<file path="config.mk">
export PLATFORM = sky130hd
export DESIGN_NAME = mac_sched
export DESIGN_NICKNAME = d
export VERILOG_FILES = /design/src/rtl/mac_sched.sv
export SDC_FILE = /design/constraint.sdc
export NUM_CORES = 1
export LEC_CHECK = 0
export BUFFER_PORTS_ARGS = -buffer_cell sky130_fd_sc_hd__buf_2
export CAP_MARGIN = 20
export CORE_MARGIN = 1.5
export CORE_UTILIZATION = 33
export DETAILED_ROUTE_END_ITERATION = 8
export PLACE_DENSITY = 0.77
export SETUP_SLACK_MARGIN = 0.05
export SLEW_MARGIN = 20
export SYNTH_ARGS = -nofsm -noshare
export SYNTH_HDL_FRONTEND = slang
export SYNTH_SLANG_ARGS = --single-unit
</file>
<file path="constraint.sdc">
create_clock -name clk -period 2.45 [get_ports clk]
set_input_delay 0.3675 -clock clk [delete_from_list [all_inputs] [get_ports clk]]
set_output_delay 0.3675 -clock clk [all_outputs]
set_load 0.05 [all_outputs]
</file>
<file path="src/rtl/mac_sched.sv">
// rtl/mac_sched.sv - two-channel operand scheduler with in-order result ID tagging; MAC_SCHED_PKT_LOCK_EN selects packet-locked grants
module mac_sched #(
    parameter int FIFO_DEPTH = 4
) (
    input  logic        clk,
    input  logic        rst,
    input  logic [23:0] s0_tdata,
    input  logic        s0_tvalid,
    output logic        s0_tready,
    input  logic        s0_tlast,
    input  logic [23:0] s1_tdata,
    input  logic        s1_tvalid,
    output logic        s1_tready,
    input  logic        s1_tlast,
    output logic [23:0] dp_tdata,
    output logic        dp_tvalid,
    input  logic        dp_tready,
    output logic        dp_tlast,
    input  logic [15:0] dp_res_tdata,
    input  logic        dp_res_tvalid,
    output logic        dp_res_tready,
    input  logic        dp_res_tlast,
    output logic [15:0] m_tdata,
    output logic        m_tvalid,
    input  logic        m_tready,
    output logic        m_tlast,
    output logic        m_tid,
    output logic        err_orphan
);

    localparam int AW = (FIFO_DEPTH > 1) ? $clog2(FIFO_DEPTH) : 1;
    localparam logic [AW:0] DEPTH_C = (AW+1)'(FIFO_DEPTH);

    localparam logic [1:0] IDLE   = 2'd0;
    localparam logic [1:0] GRANT0 = 2'd1;
    localparam logic [1:0] GRANT1 = 2'd2;

    logic [1:0]    state_q, state_d;
    logic          last_grant_q, last_grant_d;
    logic [AW-1:0] wr_ptr_q, wr_ptr_d;
    logic [AW-1:0] rd_ptr_q, rd_ptr_d;
    logic [AW:0]   count_q, count_d;
    logic          err_orphan_q, err_orphan_d;
    logic          id_mem_q [FIFO_DEPTH];

    logic fifo_full;
    logic fifo_empty;
    logic issue;
    logic pop;
    logic push_id;
    logic release_grant;

    assign fifo_full  = (count_q == DEPTH_C);
    assign fifo_empty = (count_q == '0);

    // Only the granted channel sees dp_tready; a full ID FIFO blocks issue outright
    always_comb begin
        s0_tready = 1'b0;
        s1_tready = 1'b0;
        dp_tdata  = '0;
        dp_tlast  = 1'b0;
        dp_tvalid = 1'b0;
        case (state_q)
            GRANT0: begin
                dp_tdata  = s0_tdata;
                dp_tlast  = s0_tlast;
                dp_tvalid = s0_tvalid & ~fifo_full;
                s0_tready = dp_tready & ~fifo_full;
            end
            GRANT1: begin
                dp_tdata  = s1_tdata;
                dp_tlast  = s1_tlast;
                dp_tvalid = s1_tvalid & ~fifo_full;
                s1_tready = dp_tready & ~fifo_full;
            end
            default: ;
        endcase
    end

    assign issue   = dp_tvalid & dp_tready;
    assign push_id = (state_q == GRANT1);

`ifdef MAC_SCHED_PKT_LOCK_EN
    assign release_grant = issue & dp_tlast;
`else
    assign release_grant = issue;
`endif

    always_comb begin
        state_d      = state_q;
        last_grant_d = last_grant_q;
        case (state_q)
            IDLE: begin
                if (s0_tvalid && s1_tvalid) begin
                    state_d = last_grant_q ? GRANT0 : GRANT1;
                end else if (s0_tvalid) begin
                    state_d = GRANT0;
                end else if (s1_tvalid) begin
                    state_d = GRANT1;
                end
            end
            GRANT0, GRANT1: begin
                if (release_grant) begin
                    state_d      = IDLE;
                    last_grant_d = push_id;
                end
            end
            default: state_d = IDLE;
        endcase
    end

    // Results are tagged straight from the FIFO head; nothing is registered on this path
    assign m_tdata       = dp_res_tdata;
    assign m_tlast       = dp_res_tlast;
    assign m_tid         = id_mem_q[rd_ptr_q] & ~fifo_empty;
    assign m_tvalid      = dp_res_tvalid & ~fifo_empty;
    assign dp_res_tready = m_tready & ~fifo_empty;
    assign pop           = m_tvalid & m_tready;
    assign err_orphan    = err_orphan_q;

    always_comb begin
        wr_ptr_d     = wr_ptr_q + AW'(issue);
        rd_ptr_d     = rd_ptr_q + AW'(pop);
        count_d      = count_q + (AW+1)'(issue) - (AW+1)'(pop);
        err_orphan_d = err_orphan_q | (dp_res_tvalid & fifo_empty);
    end

    always_ff @(posedge clk) begin
        if (rst) begin
            state_q      <= IDLE;
            last_grant_q <= 1'b1;
            wr_ptr_q     <= '0;
            rd_ptr_q     <= '0;
            count_q      <= '0;
            err_orphan_q <= 1'b0;
        end else begin
            state_q      <= state_d;
            last_grant_q <= last_grant_d;
            wr_ptr_q     <= wr_ptr_d;
            rd_ptr_q     <= rd_ptr_d;
            count_q      <= count_d;
            err_orphan_q <= err_orphan_d;
        end
    end

    always_ff @(posedge clk) begin
        if (issue) begin
            id_mem_q[wr_ptr_q] <= push_id;
        end
    end

endmodule

</file>
==> impl_metrics.env <==
export IMPL_outcome="complete, no violations"
export IMPL_hp_class="primary input to flip-flop"
export IMPL_final_cell_mix="88 x buf_2, 34 x nor2_1, 26 x a22oi_1, 9 x dfxtp_1, 6 x nor2b_1"
export IMPL_reg2reg_from="state_q[1]"
export IMPL_clock_sinks=15
export IMPL_worstMarginPinSlew_ns=0.305
export IMPL_cp_end_kind="flip-flop"
export IMPL_rr_worst_depth=11
export IMPL_synthesis_area_mm2=0.00124
export IMPL_reg2reg_slack_ns=0.15
export IMPL_portBuffers=88
export IMPL_nets=302
export IMPL_path_clk_slew_ns=0.07
export IMPL_drv_cap=0
export IMPL_grt_pass1_vias=1147
export IMPL_start_util_pct=34.2
export IMPL_antennaDiodeCount=0
export IMPL_die_area_mm2=0.00415
export IMPL_slew_viol_final=0
export IMPL_arrival_ns=2.43
export IMPL_cts_buffers=3
export IMPL_overflow=0
export IMPL_vias=1289
export IMPL_wl_per_cell_um=12.6
export IMPL_min_period_ns=2.30
export IMPL_setup_viol=0
export IMPL_ioPinCount=123
export IMPL_crit_type="flip-flop to flip-flop"
export IMPL_grt_max_degree=32
export IMPL_die_h_um=64.4
export IMPL_finClkSkew_ns=0.00290
export IMPL_syn_nets=230
export IMPL_core_mm2=0.00363
export IMPL_clock_path_buffers=2
export IMPL_rr_endpoint="count_q[2]"
export IMPL_ant_nets=0
export IMPL_cellLeakagePower_nw=0.828
export IMPL_avgSynthCellArea_um2=8.29
export IMPL_firstDrtPassIters=4
export IMPL_grt_usage_pct=15.9
export IMPL_yosys_area_top_type_share_pct=17.7
export IMPL_tns_ns=0
export IMPL_tritoncts="built"
export IMPL_viasPerCell=4.79
export IMPL_grt_pass1_wl_um=5200
export IMPL_power_density_mw_per_mm2=1280
export IMPL_worstSetupStartpoint="state_q[1]"
export IMPL_fin_crit_sh_pct=93.8
export IMPL_slew_headroom_pct=79.6
export IMPL_ir_worst_vdd_v=0.000508
export IMPL_drc=0
export IMPL_post_cts_buffers=0
export IMPL_synth_edf_count=4
export IMPL_fmax_ghz=0.435
export IMPL_first_iter_violations=132
export IMPL_dp_hpwl_um=2590
export IMPL_synth_cell_type_count=32
export IMPL_path_max_fanout=3
export IMPL_antenna_found_initial=0
export IMPL_clk_latency_ns=0.25
export IMPL_worst_hold_startpoint="dp_res_tvalid"
export IMPL_critPathRequiredTime_ns=2.59
export IMPL_gp_congestion=0.770
export IMPL_clockRootBuffer="clkbuf_8"
export IMPL_synth_cells=150
export IMPL_layout_drive_gt1_share_pct=51.6
export IMPL_synth_area_leader_cell="dfxtp_1"
export IMPL_rsz0062_at_grt="false"
export IMPL_cp_start_kind="flip-flop"
export IMPL_yosysWarningCount=0
export IMPL_endpoint="count_q[2]"
export IMPL_die_w_um=64.4
export IMPL_finalHoldViolations=0
export IMPL_ys_seq_area_share_pct=27.4
export IMPL_mostFrequentLayoutCell="buf_2"
export IMPL_ys_ff_latch=15
export IMPL_synthTopCellsByArea="dfxtp_1 18%, a22oi_1 16%, buf_4 11%"
export IMPL_synth_ff_type="dfxtp_1"
export IMPL_fp_row_count=22
export IMPL_routed_wl_um=3380
export IMPL_syn_to_final_growth_pct=38.0
export IMPL_async_flop_share_pct=0
export IMPL_fin_util_pct=47.2
export IMPL_ctsHoldBuffers=0
export IMPL_fillers=368
export IMPL_htree_levels=1
## timing repair
| item | CTS | global route |
|---|---|---|
| setup endpoints to repair | 1 | 1 |
| cloned | 0 | 0 |
| pin swaps | 0 | 5 |
| gates resized for setup | 1 | 4 |
## how the worst min path moves through the flow
stage               cells after the start      endpoint
global route                            3    err_orphan
finish                                  3    err_orphan
floorplan                               2  last_grant_q
global placement                        2    err_orphan
CTS                                     3    err_orphan
detailed placement                      2  last_grant_q
## where the power goes
part | total (mW) | leakage (nW) | internal (mW) | switching, mW
clock network | 0.212 | 0.0217 | 0.114 | 0.0972
logic | 1.60 | 0.679 | 0.518 | 1.08
registers | 0.390 | 0.128 | 0.329 | 0.0610
total | 2.20 | 0.828 | 0.961 | 1.24
## flip-flops by register name (all words and copies together) (netlist names)
name          flops
rd_ptr_q          2
last_grant_q      1
wr_ptr_q          2
count_q           3
id_mem_q          4
err_orphan        1
state_q           2
## Yosys cell counts (3+ instances only)
| cell type | n |
|---|---|
| nor2b_1 | 6 |
| edfxtp_1 | 4 |
| dfxtp_1 | 11 |
| ha_1 | 5 |
| inv_1 | 5 |
| xnor2_1 | 3 |
| a22oi_1 | 26 |
| xor2_1 | 3 |
| buf_4 | 18 |
| clkbuf_1 | 6 |
| nor2_1 | 34 |
## cells by family (layout without fill, tap and decap cells)
| logic type | count (synthesis) | after routing | share of synthesized area, % |
|---|---|---|---|
| AND/OR/NAND/NOR | 56 | 56 | 24.1 |
| XOR/XNOR | 6 | 6 | 4.23 |
| AO/OA/AOI/OAI | 31 | 31 | 18.0 |
| adder cells (fa/ha/maj) | 6 | 6 | 6.64 |
| buffers and inverters | 32 | 103 | 15.1 |
| flip-flops | 15 | 15 | 27.4 |
| multiplexers | 4 | 4 | 4.53 |
## through the flow
| stage | setup slack, ns | std cells | power (mW) | hold slack [ns] | area (um2) |
|---|---|---|---|---|---|
| detailed placement | 0.0455 | 265 | 1.93 | 0.472 | 1640 |
| global placement | 0.172 | 265 | 1.91 | 0.445 | 1640 |
| global route | 0.0461 | 269 | 2.36 | 0.408 | 1720 |
| CTS | 0.0925 | 269 | 2.15 | 0.397 | 1690 |
| floorplan | -0.00623 | 150 | 1.66 | 0.442 | 1270 |
| finish | 0.152 | 269 | 2.20 | 0.391 | 1720 |
## worst max-delay path, stage by stage, from the launching register on
cell,delay (ns)
dfxtp_4,0.37
inv_2,0.06
ha_4,0.27
inv_2,0.05
nor4b_4,0.30
xnor2_1,0.17
ha_2,0.21
inv_2,0.04
fa_2,0.35
xor2_2,0.19
xnor2_1,0.13
nor2_1,0.05
## layer usage
layer / global-route usage (%) / wire length [um] / up-vias
li1: - / - / 645
met1: 21.6 / 1500 / 587
met2: 23.4 / 1570 / 49
met3: 3.87 / 254 / 8
met4: 7.45 / 48 / 0
met5: 0 / 0 / -
## layout make-up
cell class,count,area (um2),share of cell area [%]
Multi-Input combinational cell,103,762,44.4
Timing Repair Buffer,93,478,27.8
Sequential cell,15,345,20.1
Tap cell,48,60.1,3.50
Clock buffer,3,41.3,2.41
Inverter,6,22.5,1.31
Clock inverter,1,7.51,0.437
No activity file was read; power rests on OpenSTA's default activity.
